File: config.mk
export PLATFORM = sky130hd
export DESIGN_NAME = video_timing_gen_flat
export DESIGN_NICKNAME = d
export VERILOG_FILES = /design/src/rtl/video_timing_gen_if.sv /design/src/rtl/video_timing_gen.sv /design/src/flat_wrapper.sv
export SDC_FILE = /design/constraint.sdc
export NUM_CORES = 1
export LEC_CHECK = 0
export CAP_MARGIN = 20
export CORE_MARGIN = 1.5
export CORE_UTILIZATION = 63
export DETAILED_ROUTE_END_ITERATION = 12
export PLACE_DENSITY = 0.87
export SYNTH_ARGS = -nofsm -noshare
export SYNTH_HDL_FRONTEND = slang
export SYNTH_SLANG_ARGS = --single-unit
File: constraint.sdc
create_clock -name PCLK -period 9.7 [get_ports PCLK]
set_input_delay 1.455 -clock PCLK [delete_from_list [all_inputs] [get_ports PCLK]]
set_output_delay 1.455 -clock PCLK [all_outputs]
set_load 0.005 [all_outputs]
File: src/rtl/video_timing_gen_if.sv
// Configuration and timing-output bundle between the timing generator and its neighbours.
// The master side programs the timing values; the slave side is the generator itself.
interface video_timing_gen_if #(
  parameter int CW = 12,
  parameter int DW = 8
);
  logic          EN;
  logic [DW-1:0] CLKDIV;
  logic [CW-1:0] HDP;
  logic [CW-1:0] HNDP;
  logic [CW-1:0] VDP;
  logic [CW-1:0] VNDP;
  logic          PTICK;
  logic [CW-1:0] HCNT;
  logic [CW-1:0] VCNT;
  logic          DE;
  logic          HSYNC;
  logic          VSYNC;
  logic          FEND;

  modport master (
    output EN, CLKDIV, HDP, HNDP, VDP, VNDP,
    input  PTICK, HCNT, VCNT, DE, HSYNC, VSYNC, FEND
  );

  modport slave (
    input  EN, CLKDIV, HDP, HNDP, VDP, VNDP,
    output PTICK, HCNT, VCNT, DE, HSYNC, VSYNC, FEND
  );
endinterface

File: src/rtl/video_timing_gen.sv
// Display timing generator: pixel divider, H/V counters and registered sync/DE/frame-end decodes.
// Timing values are shadowed on enable and at each frame end so a frame never mixes settings.
module video_timing_gen #(
  parameter int CW       = 12,
  parameter int DW       = 8,
  parameter int HSW      = 4,
  parameter int VSW      = 2,
  parameter int SYNC_POL = 0
) (
  input  logic              PCLK,
  input  logic              PRESET,
  video_timing_gen_if.slave bus
);
  localparam logic          SYNC_ACT = (SYNC_POL != 0);
  localparam logic [CW:0]   HSW_W    = (CW+1)'(HSW);
  localparam logic [CW:0]   VSW_W    = (CW+1)'(VSW);

  logic          active;
  logic [DW-1:0] div, s_clkdiv;
  logic [CW-1:0] s_hdp, s_hndp, s_vdp, s_vndp;
  logic [CW-1:0] hcnt, vcnt;
  logic          ptick, le, vlast, de, hsync, vsync, fend;

  logic [DW-1:0] div_n, s_clkdiv_n;
  logic [CW-1:0] s_hdp_n, s_hndp_n, s_vdp_n, s_vndp_n;
  logic [CW-1:0] hcnt_n, vcnt_n;
  logic [CW:0]   htot_n, vtot_n, hsw_n, vsw_n;
  logic          ptick_n, le_n, vlast_n, de_n, hs_n, vs_n, fend_n;

  // Next-state: everything below is computed from post-edge counters and shadows,
  // so the registered decodes line up with the HCNT/VCNT they describe.
  always_comb begin
    s_clkdiv_n = s_clkdiv;
    s_hdp_n    = s_hdp;
    s_hndp_n   = s_hndp;
    s_vdp_n    = s_vdp;
    s_vndp_n   = s_vndp;
    div_n      = '0;
    hcnt_n     = '0;
    vcnt_n     = '0;
    if (!active || fend) begin
      s_clkdiv_n = bus.CLKDIV;
      s_hdp_n    = bus.HDP;
      s_hndp_n   = bus.HNDP;
      s_vdp_n    = bus.VDP;
      s_vndp_n   = bus.VNDP;
    end
    if (active) begin
      div_n  = (div == s_clkdiv) ? '0 : div + 1'b1;
      hcnt_n = hcnt;
      vcnt_n = vcnt;
      if (ptick) begin
        hcnt_n = le ? '0 : hcnt + 1'b1;
        if (le)
          vcnt_n = vlast ? '0 : vcnt + 1'b1;
      end
    end

    htot_n  = {1'b0, s_hdp_n} + {1'b0, s_hndp_n};
    vtot_n  = {1'b0, s_vdp_n} + {1'b0, s_vndp_n};
    le_n    = (htot_n == '0) || ({1'b0, hcnt_n} == htot_n - 1'b1);
    vlast_n = (vtot_n == '0) || ({1'b0, vcnt_n} == vtot_n - 1'b1);
    ptick_n = (div_n == s_clkdiv_n);
    fend_n  = ptick_n && le_n && vlast_n;

    // Sync width is clamped to the blanking interval
    hsw_n = ({1'b0, s_hndp_n} < HSW_W) ? {1'b0, s_hndp_n} : HSW_W;
    vsw_n = ({1'b0, s_vndp_n} < VSW_W) ? {1'b0, s_vndp_n} : VSW_W;
    de_n  = (hcnt_n < s_hdp_n) && (vcnt_n < s_vdp_n);
    hs_n  = (hcnt_n >= s_hdp_n) && ({1'b0, hcnt_n} < {1'b0, s_hdp_n} + hsw_n);
    vs_n  = (vcnt_n >= s_vdp_n) && ({1'b0, vcnt_n} < {1'b0, s_vdp_n} + vsw_n);
  end

  // Register stage: reset and EN=0 both park the generator in the idle state
  always_ff @(posedge PCLK) begin
    if (PRESET || !bus.EN) begin
      active   <= 1'b0;
      div      <= '0;
      s_clkdiv <= '0;
      s_hdp    <= '0;
      s_hndp   <= '0;
      s_vdp    <= '0;
      s_vndp   <= '0;
      hcnt     <= '0;
      vcnt     <= '0;
      ptick    <= 1'b0;
      le       <= 1'b0;
      vlast    <= 1'b0;
      de       <= 1'b0;
      fend     <= 1'b0;
      hsync    <= ~SYNC_ACT;
      vsync    <= ~SYNC_ACT;
    end else begin
      active   <= 1'b1;
      div      <= div_n;
      s_clkdiv <= s_clkdiv_n;
      s_hdp    <= s_hdp_n;
      s_hndp   <= s_hndp_n;
      s_vdp    <= s_vdp_n;
      s_vndp   <= s_vndp_n;
      hcnt     <= hcnt_n;
      vcnt     <= vcnt_n;
      ptick    <= ptick_n;
      le       <= le_n;
      vlast    <= vlast_n;
      de       <= de_n;
      fend     <= fend_n;
      hsync    <= hs_n ? SYNC_ACT : ~SYNC_ACT;
      vsync    <= vs_n ? SYNC_ACT : ~SYNC_ACT;
    end
  end

  assign bus.PTICK = ptick;
  assign bus.HCNT  = hcnt;
  assign bus.VCNT  = vcnt;
  assign bus.DE    = de;
  assign bus.HSYNC = hsync;
  assign bus.VSYNC = vsync;
  assign bus.FEND  = fend;
endmodule

File: src/flat_wrapper.sv
// flat-port wrapper written by rule: the top's interface ports become plain ports
module video_timing_gen_flat 
#(
  parameter int CW       = 12,
  parameter int DW       = 8,
  parameter int HSW      = 4,
  parameter int VSW      = 2,
  parameter int SYNC_POL = 0
)
  (PCLK, PRESET, bus_EN, bus_CLKDIV, bus_HDP, bus_HNDP, bus_VDP, bus_VNDP, bus_PTICK, bus_HCNT, bus_VCNT, bus_DE, bus_HSYNC, bus_VSYNC, bus_FEND);
  video_timing_gen_if #(.CW(CW), .DW(DW)) bus_i ();
  input  logic PCLK;
  input  logic PRESET;
  input wire logic [$bits(bus_i.EN)-1:0] bus_EN;
  input wire logic [$bits(bus_i.CLKDIV)-1:0] bus_CLKDIV;
  input wire logic [$bits(bus_i.HDP)-1:0] bus_HDP;
  input wire logic [$bits(bus_i.HNDP)-1:0] bus_HNDP;
  input wire logic [$bits(bus_i.VDP)-1:0] bus_VDP;
  input wire logic [$bits(bus_i.VNDP)-1:0] bus_VNDP;
  output wire logic [$bits(bus_i.PTICK)-1:0] bus_PTICK;
  output wire logic [$bits(bus_i.HCNT)-1:0] bus_HCNT;
  output wire logic [$bits(bus_i.VCNT)-1:0] bus_VCNT;
  output wire logic [$bits(bus_i.DE)-1:0] bus_DE;
  output wire logic [$bits(bus_i.HSYNC)-1:0] bus_HSYNC;
  output wire logic [$bits(bus_i.VSYNC)-1:0] bus_VSYNC;
  output wire logic [$bits(bus_i.FEND)-1:0] bus_FEND;
  assign bus_i.EN = bus_EN;
  assign bus_i.CLKDIV = bus_CLKDIV;
  assign bus_i.HDP = bus_HDP;
  assign bus_i.HNDP = bus_HNDP;
  assign bus_i.VDP = bus_VDP;
  assign bus_i.VNDP = bus_VNDP;
  assign bus_PTICK = bus_i.PTICK;
  assign bus_HCNT = bus_i.HCNT;
  assign bus_VCNT = bus_i.VCNT;
  assign bus_DE = bus_i.DE;
  assign bus_HSYNC = bus_i.HSYNC;
  assign bus_VSYNC = bus_i.VSYNC;
  assign bus_FEND = bus_i.FEND;
  video_timing_gen #(.CW(CW), .DW(DW), .HSW(HSW), .VSW(VSW), .SYNC_POL(SYNC_POL)) u_core (.PCLK(PCLK), .PRESET(PRESET), .bus(bus_i));
endmodule
==> results of run 1 <==
[final cells by class]
| cell class | instances | area (µm²) |
|---|---|---|
| clock buffer | 9 | 225 |
| clock inverter | 7 | 101 |
| fill | 1005 | 3040 |
| inverter | 89 | 334 |
| multi-input combinational | 831 | 5990 |
| sequential | 96 | 1920 |
| tap | 172 | 215 |
| timing repair buffer | 90 | 893 |
[worst max-delay path: cells and delay by family (launching register included)]
family                   cells  cell delay, ns
AO/OA/AOI/OAI               13            2.30
AND/OR/NAND/NOR              5            1.66
flip-flops                   1            0.75
multiplexers                 1            0.37
buffers and inverters        2            0.63
adder cells (fa/ha/maj)      2            0.63
[per-stage QoR]
step,cells,setup slack [ns]
2_1_floorplan,1044,4.11
3_3_place_gp,1278,3.45
3_5_place_dp,1278,3.33
4_1_cts,1294,3.30
5_1_grt,1294,2.73
6_report,1294,3.26
[routing by layer]
metal | up-vias | track usage, % | share of wire [%]
met5 | - | 0 | 0
li1 | 3772 | - | -
met4 | 0 | 15.2 | 4.5
met2 | 186 | 53.8 | 49
met1 | 3509 | 35.1 | 43
met3 | 65 | 4.89 | 3.9
[final timing paths]
kind | endpoint | slack [ns] | cells past startpoint
worst max register to register | u_core.bus.HSYNC | 3.26 | 23
worst min register to register | u_core.s_vdp[0] | 0.46 | 2
worst max-delay path | u_core.bus.HSYNC | 3.26 | 23
worst min-delay path | u_core.s_vdp[0] | 0.46 | 2
[placed cells by master (no fill, tap or decap), types with 12 or more instances in the layout]
master                            synthesis  final
sky130_fd_sc_hd__nand2b_1                13     12
sky130_fd_sc_hd__nand3_1                 23     23
sky130_fd_sc_hd__xor2_1                  43     43
sky130_fd_sc_hd__nor3_1                  33     33
sky130_fd_sc_hd__nor2b_1                 15     15
sky130_fd_sc_hd__a21o_1                  15     15
sky130_fd_sc_hd__ha_1                    95     95
sky130_fd_sc_hd__clkdlybuf4s50_1          0     87
sky130_fd_sc_hd__conb_1                   1     19
sky130_fd_sc_hd__xnor2_1                 63     63
sky130_fd_sc_hd__inv_1                   87     87
sky130_fd_sc_hd__dfxtp_1                 96     96
sky130_fd_sc_hd__mux2i_1                 60     60
sky130_fd_sc_hd__a21oi_1                 46     46
sky130_fd_sc_hd__nor2_1                 124    124
sky130_fd_sc_hd__nand2_1                 58     58
sky130_fd_sc_hd__o21a_1                  13     13
sky130_fd_sc_hd__nand4_1                 24     24
sky130_fd_sc_hd__o21ai_0                 45     45
[cells by family after synthesis]
group | after synthesis | share of synthesized area, %
buffers and inverters | 117 | 5.63
other | 1 | 0.0451
multiplexers | 65 | 8.17
AO/OA/AOI/OAI | 189 | 15.2
AND/OR/NAND/NOR | 350 | 21.0
XOR/XNOR | 106 | 11.2
flip-flops | 96 | 23.1
adder cells (fa/ha/maj) | 102 | 15.6
[report_power, final]
part / internal (mW) / leakage (nW) / switching, mW
clock network: 0.229 / 0.158 / 0.168
logic: 0.172 / 3.43 / 0.217
registers: 0.404 / 0.781 / 0.00604
total: 0.805 / 4.37 / 0.391
[flip-flops by register name, indices dropped and copies added, names as in the netlist]
register / flops
u_core.active: 1
u_core.bus.DE: 1
u_core.bus.FEND: 1
u_core.bus.HCNT: 12
u_core.bus.HSYNC: 1
u_core.bus.PTICK: 1
u_core.bus.VCNT: 12
u_core.bus.VSYNC: 1
u_core.div: 8
u_core.le: 1
u_core.s_clkdiv: 8
u_core.s_hdp: 12
u_core.s_hndp: 12
u_core.s_vdp: 12
u_core.s_vndp: 12
u_core.vlast: 1
==> reports/metrics.csv, run 1 <==
stage;metric;value;unit
pwr;maximum vdd ir drop;0.112;mV
finish;final layout net count;1275;
clock_network;insertion delay of the later-clocked pin in the worst-skew pair;0.36;ns
timing;max-slew violation count;0;
logic_synthesis;netlist area before placement;8310;µm²
min_path;path class of the lowest-slack min-delay path;reg -> reg;
die;starting density of the core;65.3;%
route;DR vias;7532;
finish;area added between synthesis and finish;16.5;%
die;core region area;12700;µm²
global_routing;initial antenna violation count;0;
clock_network;total CTS buffers;9;
place;placer's final routability congestion estimate;0.952;
critical_path;critical path's largest stage delay;0.75;ns
critical_path;cells traversed along the worst timing path;and2b_2 -> buf_4 -> mux2i_1 -> o2111ai_1 -> nor4_1 -> inv_1 -> ha_1 -> a21o_1 -> a21oi_1 -> o21bai_1 -> a21oi_1 -> o21bai_1 -> a21oi_1 -> nor2b_1 -> o21a_1 -> o21a_1 -> or2_2 -> ha_1 -> and3_1 -> a22o_1 -> o31ai_1 -> a21oi_1 -> a21o_1;
min_path;Min-Delay Startpoint;u_core.s_vdp[0];
logic_synthesis;most used standard cell by instance count after synthesis;sky130_fd_sc_hd__nor2_1;
route;routed len/inst;16.1;µm
timing;transition time at the pin with the least slew margin;0.922;ns
finish;number of antenna diodes;0;
clock_network;level count of the clock H-tree;3;
place;total cell area at the placement stage;9360;µm²
critical_path;crit path from;u_core.active;
logic_synthesis;total of flip-flops plus latches after synthesis;96;
die;floorplan die width;118;µm
timing;relative slew slack;38.5;%
die;Die Ht;118;µm
timing;Setup-failing EPs final;0;
logic_synthesis;predominant post-synthesis flop cell;sky130_fd_sc_hd__dfxtp_1;
route;number of nets still failing antenna checks after routing;0;
logic_synthesis;Post-synth EDFFs;0;
critical_path;required time at the endpoint of the critical path;9.95;ns
run;MaxCap Viol Count;0;
clock_network;CTS Buffer Depth;2;
logic_synthesis;Synth top area share;23.1;%
pwr;cell leakage power;4.37;nW
logic_synthesis;cell type with the largest total area after synthesis;sky130_fd_sc_hd__dfxtp_1;
clock_network;buffer cell driving the clock tree root;sky130_fd_sc_hd__clkbuf_16;
logic_synthesis;Avg Synthesized Cell Area;8.10;µm²
clock_network;count of buffers added by post-CTS timing repair for setup;0;
finish;proportion of layout cells with a drive suffix above 1;4.19;%
clock_network;post-cts resize count;0;
logic_synthesis;post-synthesis cell count;1026;
timing;f_max;155;MHz
place;total half-perimeter wirelength after legalization and detailed placement;16200;µm
critical_path;type of the worst setup path;reg -> reg;
finish;core utilization of the finished layout;76.1;%
critical_path;most frequent cell on the critical path;sky130_fd_sc_hd__a21oi_1;
die;site row count;41;
clock_network;sinks on the clock net;96;
logic_synthesis;ys async rst share;0;%
logic_synthesis;number of distinct library cell variants in the gate-level netlist after synthesis;83;
route;per-cell via count in the routed design;5.82;
timing;final hold violation count;0;
logic_synthesis;Synth top cells by count;sky130_fd_sc_hd__nor2_1 (124), sky130_fd_sc_hd__dfxtp_1 (96), sky130_fd_sc_hd__ha_1 (95);
timing;clock skew;0.00728;ns
finish;final cell area excluding filler cells;9690;µm²
timing;Final min period;6.44;ns
logic_synthesis;synthesis warning total;0;
global_routing;overall overflow remaining after global route;0;
route;remaining routing DRC violations;0;
timing;final cycle utilization of the critical path;66.4;%
die;I/O pin count;88;
global_routing;aggregate global-route resource usage;30.3;%
logic_synthesis;register area share after synthesis;23.1;%
status;status;finished clean;
clock_network;cts-stage hold buffer count;0;
timing;final setup TNS;0;ns
place;port buffer count;87;
critical_path;startpoint type of the worst setup path;flop;
critical_path;maximum fanout along the worst path;25;
route;Detailed Routing Iterations Pass 1;7;
timing;setup repair after global routing missed its margin;false;
critical_path;r2r startpoint;u_core.active;
clock_network;TritonCTS clock tree;done;
global_routing;via count of the first global-routing pass;7529;
die;Die Outline Area;13900;µm²
global_routing;largest net degree at the start of global routing;86;
critical_path;Worst Path Arrival;6.69;ns
route;Post-Route WL;20800;µm
critical_path;crit end category;flop;
critical_path;Critical-path top delay cell;sky130_fd_sc_hd__dfxtp_1;
global_routing;global-route wire length before repair;34500;µm
pwr;ratio of total power to cell area;123;nW/µm²
logic_synthesis;Synth area leaders;sky130_fd_sc_hd__dfxtp_1 (23%), sky130_fd_sc_hd__ha_1 (14%), sky130_fd_sc_hd__mux2i_1 (7.2%), sky130_fd_sc_hd__xnor2_1 (6.6%), sky130_fd_sc_hd__nor2_1 (5.6%);
route;starting DRC count in detailed routing;500;
pwr;Design Power;1.20;mW
clock_network;clock input transition at the sequential cells of the worst setup and hold paths;0.07;ns
timing;Fin Hold WS;0.463;ns
No activity file was read; power rests on OpenSTA's default activity.
==> run 2, diff against run 1 <==
--- a/config.mk
+++ b/config.mk
@@ -7,9 +7,9 @@
 export LEC_CHECK = 0
 export CAP_MARGIN = 20
 export CORE_MARGIN = 1.5
-export CORE_UTILIZATION = 63
+export CORE_UTILIZATION = 53
 export DETAILED_ROUTE_END_ITERATION = 12
-export PLACE_DENSITY = 0.87
+export PLACE_DENSITY = 0.78
 export SYNTH_ARGS = -nofsm -noshare
 export SYNTH_HDL_FRONTEND = slang
 export SYNTH_SLANG_ARGS = --single-unit
==> constraint.sdc (replaced) <==
create_clock -name PCLK -period 5.8 [get_ports PCLK]
set_input_delay 0.87 -clock PCLK [delete_from_list [all_inputs] [get_ports PCLK]]
set_output_delay 0.87 -clock PCLK [all_outputs]
set_load 0.005 [all_outputs]
==> run 2 against run 1 <==
Total power is 70% higher. Clock power grew 72%. Design area increased by 1.9%. Combinational power is 70% higher. Sequential cell count did not move. Critical path depth is 6 lower.
==> reports/metrics.csv, run 2 (synthesis results as in run 1) <==
stage;metric;value;unit
route;per-cell via count in the routed design;5.54;
clock_network;sinks on the clock net;96;
die;core region area;15300;µm²
global_routing;largest net degree at the start of global routing;86;
die;Die Outline Area;16400;µm²
route;remaining routing DRC violations;0;
timing;max-slew violation count;0;
place;total half-perimeter wirelength after legalization and detailed placement;16500;µm
pwr;ratio of total power to cell area;205;nW/µm²
die;Die Ht;128;µm
timing;f_max;186;MHz
finish;most common cell after layout, fill and taps aside;sky130_fd_sc_hd__nor2_1;
die;I/O pin count;88;
clock_network;buffer cell driving the clock tree root;sky130_fd_sc_hd__clkbuf_16;
place;port buffer count;87;
route;routed len/inst;15.6;µm
min_path;path class of the lowest-slack min-delay path;reg -> reg;
finish;most used cells in the layout excluding fill and tap cells;sky130_fd_sc_hd__nor2_1 (124), sky130_fd_sc_hd__dfxtp_1 (96), sky130_fd_sc_hd__ha_1 (95), sky130_fd_sc_hd__inv_1 (87), sky130_fd_sc_hd__clkdlybuf4s50_1 (87);
pwr;Pint;1.38;mW
route;Detailed Routing Iterations Pass 1;5;
timing;final hold violation count;0;
die;site row count;45;
timing;clock skew;0.00942;ns
critical_path;r2r startpoint;u_core.bus.FEND;
finish;number of fill cells;1331;
clock_network;post-cts resize count;0;
die;starting density of the core;54.5;%
critical_path;FF-to-FF path depth;17;
route;number of nets still failing antenna checks after routing;0;
critical_path;Critical-path top delay cell;sky130_fd_sc_hd__a2111oi_1;
timing;final cycle utilization of the critical path;92.9;%
clock_network;level count of the clock H-tree;3;
clock_network;insertion delay of the later-clocked pin in the worst-skew pair;0.36;ns
finish;number of antenna diodes;0;
die;floorplan die width;128;µm
pwr;combinational group share of total power;32.4;%
critical_path;crit end category;flop;
pwr;maximum vdd ir drop;0.199;mV
min_path;sink of the worst hold path;u_core.s_hdp[0];
timing;final setup TNS;0;ns
pwr;portion of total power attributed to sequential cells;33.7;%
pwr;proportion of power drawn by the clock network;33.8;%
timing;relative slew slack;37.0;%
finish;final layout net count;1291;
critical_path;type of the worst setup path;reg -> reg;
critical_path;Worst Path Arrival;5.64;ns
critical_path;maximum fanout along the worst path;11;
global_routing;via count of the first global-routing pass;7106;
route;starting DRC count in detailed routing;392;
finish;proportion of layout cells with a drive suffix above 1;5.45;%
pwr;P_sw;0.652;mW
run;MaxCap Viol Count;0;
clock_network;total CTS buffers;9;
global_routing;aggregate global-route resource usage;26.0;%
global_routing;initial antenna violation count;0;
timing;transition time at the pin with the least slew margin;0.945;ns
clock_network;TritonCTS clock tree;done;
finish;core utilization of the finished layout;64.7;%
min_path;Min-Delay Startpoint;u_core.s_hdp[0];
global_routing;global-route wire length before repair;34000;µm
timing;Setup-failing EPs final;0;
route;DR vias;7473;
critical_path;crit path from;u_core.bus.FEND;
route;Post-Route WL;21000;µm
clock_network;clock input transition at the sequential cells of the worst setup and hold paths;0.07;ns
critical_path;required time at the endpoint of the critical path;6.06;ns
global_routing;overall overflow remaining after global route;0;
finish;area added between synthesis and finish;18.8;%
clock_network;cts-stage hold buffer count;0;
critical_path;cells traversed along the worst timing path;and2b_4 -> buf_4 -> buf_4 -> mux2i_1 -> inv_1 -> ha_1 -> a21o_1 -> a2111oi_1 -> a211o_1 -> o2111ai_1 -> o311a_1 -> nor4_1 -> xnor2_1 -> a31oi_1 -> a211oi_2 -> a32oi_1 -> and3b_1;
clock_network;CTS Buffer Depth;2;
critical_path;startpoint type of the worst setup path;flop;
timing;Final min period;5.39;ns
critical_path;register-to-register setup slack;0.41;ns
critical_path;critical path's largest stage delay;0.64;ns
critical_path;FF-to-FF End;u_core.bus.FEND;
place;placer's final routability congestion estimate;0.904;
critical_path;crit-path leading delay family;compound AO/OA/AOI/OAI gates;
min_path;instance count along the most critical hold path;2;
pwr;Design Power;2.03;mW
critical_path;Critical path buffers and inverters;3;
clock_network;count of buffers added by post-CTS timing repair for setup;0;
pwr;cell leakage power;4.46;nW
status;status;finished clean;
timing;setup repair after global routing missed its margin;false;
critical_path;most frequent cell on the critical path;sky130_fd_sc_hd__buf_4;
pwr;switching power as a share of total power;32.2;%
## run 2: changes by cell type in the layout (fill, tap and decap cells not counted), sizes merged
cell / before / now
and2b: 1 / 2
buf: 3 / 18
clkbuf: 9 / 11
clkinvlp: 1 / 0
inv: 92 / 91
## run 2: worst max-delay path by stage
stage                     cells past startpoint               end  slack (ns)
after CTS                                    17   u_core.bus.FEND        0.29
after global routing                         25  u_core.bus.VSYNC        0.05
after detailed placement                     25  u_core.bus.HSYNC        0.20
after global placement                       25  u_core.bus.HSYNC        0.26
after floorplan                              24  u_core.bus.HSYNC        0.21
final                                        17   u_core.bus.FEND        0.41
## run 2: stage by stage
| step | worst slack, ns | cells | cell area [µm²] | hold WS (ns) |
|---|---|---|---|---|
| after detailed placement | 0.200 | 1332 | 9530 | 0.457 |
| after floorplan | 0.211 | 1044 | 8380 | 0.440 |
| final | 0.414 | 1349 | 9870 | 0.466 |
| after CTS | 0.289 | 1348 | 9860 | 0.466 |
| after global placement | 0.260 | 1332 | 9530 | 0.448 |
| after global routing | 0.0509 | 1349 | 9870 | 0.493 |
## run 2: routing by layer
metal / track usage [%] / routed length [µm] / up-vias
li1: - / - / 3817
met1: 30.6 / 9100 / 3468
met2: 46.7 / 10400 / 143
met3: 4.88 / 778 / 45
met4: 10.1 / 730 / 0
met5: 0 / 0 / -
## run 2: area by class of cell
type	instances	area, µm²	share of cell area (%)
Sequential cell	96	1920	19.5
Tap cell	211	264	2.67
Clock buffer	11	253	2.56
Multi-Input combinational cell	832	6010	60.9
Inverter	89	334	3.38
Clock inverter	5	86.3	0.874
Timing Repair Buffer	105	1010	10.2
## run 2: power by group through the flow
stage	Clock (mW)	Sequential [mW]	Combinational, mW
after global placement	0	0.699	0.633
after global routing	0.720	0.685	0.733
after floorplan	0	0.697	0.493
final	0.686	0.684	0.658
after CTS	0.696	0.684	0.653
after detailed placement	0	0.699	0.647
## run 2: worst register-to-register path, delay by kind of cell, from the launching register on
family,cells,cell delay [ns]
AOI/OAI and AO/OA,8,2.20
xor gates and xnor gates,1,0.18
adders and majority gates,1,0.42
buffers and inverters,3,0.67
DFF,1,0.39
muxes,1,0.29
and+or+nand+nor,3,1.12
